File: src/rtl/mem_arbiter.sv
// Two-port arbiter in front of the unified instruction/data memory: core port vs. debug/loader port.
// One access per cycle, round-robin or debug-priority, with a debug lock and 1-cycle read-return steering.
`timescale 1ns/1ps

module mem_arbiter #(
    parameter int ADDR_W   = 16,
    parameter int DATA_W   = 32,
    parameter bit DBG_PRIO = 1'b0
) (
    input  logic              clk,
    input  logic              rst,

    input  logic              core_req,
    input  logic              core_we,
    input  logic [ADDR_W-1:0] core_addr,
    input  logic [DATA_W-1:0] core_wdata,
    output logic              core_gnt,
    output logic              core_rvalid,
    output logic [DATA_W-1:0] core_rdata,

    input  logic              dbg_req,
    input  logic              dbg_we,
    input  logic [ADDR_W-1:0] dbg_addr,
    input  logic [DATA_W-1:0] dbg_wdata,
    output logic              dbg_gnt,
    output logic              dbg_rvalid,
    output logic [DATA_W-1:0] dbg_rdata,

    input  logic              dbg_lock,
    output logic              dbg_locked,

    output logic              mem_wen,
    output logic              mem_ren,
    output logic [ADDR_W-1:0] mem_addr,
    output logic [DATA_W-1:0] mem_wdata,
    input  logic [DATA_W-1:0] mem_rdata
);

    typedef enum logic {
        ST_ARB,
        ST_LOCKED
    } state_t;

    typedef enum logic {
        SRC_CORE,
        SRC_DBG
    } src_t;

    state_t state;
    src_t   last_gnt;

    // Grant decision is combinational so a requester is accepted in the cycle it asks.
    // NOTE: every output of a combinational block gets a default first, so no path leaves it unassigned and no latch is inferred.
    always_comb begin
        core_gnt = 1'b0;
        dbg_gnt  = 1'b0;
        if (rst) begin
            if (state == ST_LOCKED) begin
                dbg_gnt = dbg_req;
            end else if (core_req && dbg_req) begin
                if (DBG_PRIO || last_gnt == SRC_CORE) begin
                    dbg_gnt = 1'b1;
                end else begin
                    core_gnt = 1'b1;
                end
            end else begin
                core_gnt = core_req;
                dbg_gnt  = dbg_req;
            end
        end
    end

    // Memory-side mux: idle cycles present all-zero address/data with both enables low.
    always_comb begin
        mem_wen   = 1'b0;
        mem_ren   = 1'b0;
        mem_addr  = '0;
        mem_wdata = '0;
        if (core_gnt) begin
            mem_wen   = core_we;
            mem_ren   = ~core_we;
            mem_addr  = core_addr;
            mem_wdata = core_wdata;
        end else if (dbg_gnt) begin
            mem_wen   = dbg_we;
            mem_ren   = ~dbg_we;
            mem_addr  = dbg_addr;
            mem_wdata = dbg_wdata;
        end
    end

    // NOTE: sequential state uses non-blocking assignments so every flop samples pre-edge values.
    always_ff @(posedge clk or negedge rst) begin
        if (!rst) begin
            state       <= ST_ARB;
            last_gnt    <= SRC_DBG;
            core_rvalid <= 1'b0;
            dbg_rvalid  <= 1'b0;
        end else begin
            case (state)
                ST_ARB: begin
                    if (dbg_lock && (dbg_gnt || !core_req)) begin
                        state <= ST_LOCKED;
                    end
                end
                ST_LOCKED: begin
                    if (!dbg_lock) begin
                        state <= ST_ARB;
                    end
                end
                default: state <= ST_ARB;
            endcase

            if (core_gnt) begin
                last_gnt <= SRC_CORE;
            end else if (dbg_gnt) begin
                last_gnt <= SRC_DBG;
            end

            // Read-return owner: exactly one rvalid pulse, one cycle after a granted read.
            core_rvalid <= core_gnt & ~core_we;
            dbg_rvalid  <= dbg_gnt & ~dbg_we;
        end
    end

    assign dbg_locked = (state == ST_LOCKED);
    assign core_rdata = mem_rdata;
    assign dbg_rdata  = mem_rdata;

endmodule

File: config.mk
export PLATFORM = sky130hd
export DESIGN_NAME = mem_arbiter
export DESIGN_NICKNAME = d
export VERILOG_FILES = /design/src/rtl/mem_arbiter.sv
export SDC_FILE = /design/constraint.sdc
export NUM_CORES = 1
export LEC_CHECK = 0
export ABC_AREA = 1
export CAP_MARGIN = 40
export CORE_AREA = 2 2 100 102
export CTS_CLUSTER_DIAMETER = 100
export CTS_CLUSTER_SIZE = 28
export DETAILED_ROUTE_END_ITERATION = 10
export DIE_AREA = 0 0 102 104
export PLACE_DENSITY = 0.66
export SLEW_MARGIN = 15
export SYNTH_ARGS = -nofsm -noshare
export SYNTH_HDL_FRONTEND = slang
export SYNTH_SLANG_ARGS = --single-unit
File: constraint.sdc
create_clock -name clk -period 1.3 [get_ports clk]
set_clock_uncertainty 0.15 [all_clocks]
set_input_delay 0.13 -clock clk [delete_from_list [all_inputs] [get_ports clk]]
set_output_delay 0.13 -clock clk [all_outputs]
set_load 0.01 [all_outputs]
==> metrics.cfg <==
[synthesis]
netlist_area_sq_um=1550
avgSynthCellArea_sq_um=5.86
synth_top_family_by_area=simple AND/OR/NAND/NOR gates
synthSimpleGateAreaFrac_pct=51.7
synth_top_area_share_pct=30.9
synth_fp_nets=400
synth_ff_type=dfrtp_1
synthMostInstantiatedCell=buf_4
synthAdderAreaFrac_pct=0
synth-xor-area-share_pct=0
synth_cell_types=16
synthTopCellsByArea=buf_4, nand4_1, nand3_1
ys_ff_latch=4
synth_edf_count=0
synth_top_cell_by_area=buf_4
synth_common_cells=buf_4, nand2_1, nand3_1, nand4_1, buf_2
yosys-mux-area-fraction_pct=0
synthCells=265
synthArstFlopShare_pct=100
synth-compound-area-share_pct=0.322
yosys_warnings=0
seq_area_frac_synth_pct=6.53

[power]
clkPwrFrac_pct=15.8
p_sw_mw=0.629
switching_share_pct=36.4
powerDensity_nw_per_um2=531
vdd_drop_max_v=0.000321
leakage_nw=1.58
internal_power_mw=1.10
combPwrFrac_pct=75.6
total_power_mw=1.73
seqPwrFrac_pct=8.6

[die]
die_h_microns=104
coreArea_sq_um=9550
die_area_sq_um=10600
boundaryPins=254
core.rowCount=36
start_util_pct=16.3
die_w_microns=102

[place]
hpwl_mm=5.71
post_dp_cell_area_sq_um=2840
place.gp.congestion=0.698
io_buffers=157

[clock_network]
cts-root-buf=clkbuf_8
cts_buffers=3
clock_path_buffers=2
cts_sinks=4
clk_pin_slew_ps=30
cts_tree=done
h-tree-depth=1
clk_latency_ps=210

[flow_run]
max_cap_viol_count=0

[finish]
drive_gt1_share_pct=34.4
fill_cells=1022
antenna_cells=0
finalNetCount=505
fin_area_sq_um=3250
area_growth_pct=110

[global_route]
track_usage_pct=14.5
grt_pass1_wl_mm=11.8
first_global_vias=2151
gr-total-overflow=0
antenna_found_initial=0
grt_max_degree=54

[detailed_routing]
num_vias=2293
wire_per_inst_microns=18.1
drtAntennaViolNets=0
post_drt_via_cell_ratio=4.57
wirelength_mm=9.10
drc=0
drt_iter0_markers=57
firstDrtPassIters=4

[sta]
worst_slew_pin_slew_ps=253
period_share_pct=143
fin_ws_ps=-561
timing.final.hold_violations=0
finalCriticalPeriod_ps=1860
finalSetupViolCount=55
rsz0062_at_grt=true
slew_headroom_pct=83.1
fmax_ghz=0.537
finalMaxSlewViolations=0

[worst_hold_path]
hold_path.class=in -> out

[critical_path]
worst-setup-path-type=reg -> out
endpoint_kind=output pin
cp.arrival_ps=1580
cpMaxStageDelayCell=dfstp_2
worstPathRequired_ps=1020
crit_family=buffers and inverters
critPathBufInv=4
worst-path-max-fanout=6
critPathMaxStageDelay_ps=540
cpMostUsedCell=buf_6
start_kind=register
worstPathCellList=buf_6 -> nand3b_1 -> buf_6 -> clkbuf_16 -> nand3_2 -> nand2_1 -> buf_2

[outcome]
violations=setup timing
status=complete, but fails checks

-- power groups by stage --
stage	Sequential [mW]	Clock (mW)	Combinational, mW
after CTS	0.146	0.281	1.19
after floorplan	0.150	0	0.562
after global placement	0.148	0	1.02
after global routing	0.150	0.288	1.38
after detailed placement	0.148	0	1.03
final	0.148	0.273	1.30
-- sequential cells by signal, summed over array words and instances, names as in the netlist --
| name | cells |
|---|---|
| last_gnt | 1 |
| dbg_locked | 1 |
| dbg_rvalid | 1 |
| core_rvalid | 1 |
-- cell usage in the layout (no fill, tap or decap) --
cell type        synthesis  final
dfrtp_1                  3      2
dfstp_2                  1      1
nor2_4                   1      1
dlygate4sd2_1            0      2
buf_16                   0      5
dfrtp_2                  0      1
nand4_1                 50     50
buf_4                   64      7
clkbuf_1                 4      1
clkbuf_8                 0      3
nand2_2                  1      4
inv_2                    1      1
clkbuf_16                0      3
nand2_1                 54     50
buf_12                   0     10
nand3_2                  0     28
inv_1                    8      8
dlygate4sd3_1            0      2
clkinv_2                 1      1
buf_2                   22     44
clkdlybuf4s50_1          0    101
nor2_2                   0      1
nand2_4                  0      1
nor2_1                   3      2
o21ai_0                  1      1
buf_6                    0     15
bufbuf_16                0      1
nand3b_1                 1      1
nand3_1                 50     22
-- area by class of cell --
| cell class | count | area [sq um] | share of cell area [%] |
|---|---|---|---|
| clock buffers | 4 | 45.0 | 1.38 |
| inverters | 10 | 38.8 | 1.19 |
| multi-input cells | 161 | 965 | 29.7 |
| flip-flops and latches | 4 | 103 | 3.15 |
| well taps | 133 | 166 | 5.12 |
| repair buffers | 190 | 1940 | 59.5 |
-- final timing paths --
path                                          to                  from  slack, ps  cells after the start
setup reg to reg            last_gnt$_DFFE_PN1P_  last_gnt$_DFFE_PN1P_       -250                      9
min in group asynchronous  core_rvalid$_DFF_PN0_                   rst        460                      3
setup / recovery                     mem_addr[1]  last_gnt$_DFFE_PN1P_       -560                      7
max in group asynchronous   dbg_locked$_DFF_PN0_                   rst        370                      3
hold / removal                     dbg_rdata[11]         mem_rdata[11]        110                      0
hold reg to reg             last_gnt$_DFFE_PN1P_  last_gnt$_DFFE_PN1P_        360                      2
-- metal layers --
layer | GRT usage [%] | vias up | wire (microns)
li1 | - | 1065 | -
met1 | 14.3 | 1047 | 3000
met2 | 28.3 | 164 | 4880
met3 | 4.50 | 17 | 1070
met4 | 3.90 | 0 | 140
met5 | 0 | - | 0
-- logic make-up (layout without fill, tap and decap cells) --
group,after synthesis,in the layout
and+or+nand+nor,160,160
buffers and inverters,100,204
DFF,4,4
AOI/OAI and AO/OA,1,1
-- per-stage QoR --
step | hold slack, ps | worst slack (ps) | utilization [%] | instances | setup TNS (ps)
finish | 110 | -561 | 34.1 | 502 | -28190
global placement | -9.52 | -772 | 29.7 | 476 | -37720
global route | 110 | -633 | 34.1 | 502 | -32340
detailed placement | -8.45 | -790 | 29.7 | 476 | -38060
floorplan | -316 | -6.55 | - | 265 | -262
CTS | 110 | -554 | 31.3 | 498 | -27780
-- repair_timing --
item | CTS | global route
cloned | 6 | 3
pin swaps | 3 | 27
hold endpoints to repair | 3 | 0
buffers inserted | 10 | 1
setup endpoints to repair | 59 | 57
hold buffers | 2 | 0
resized for setup | 238 | 38
(Power assumes the default switching activity.)
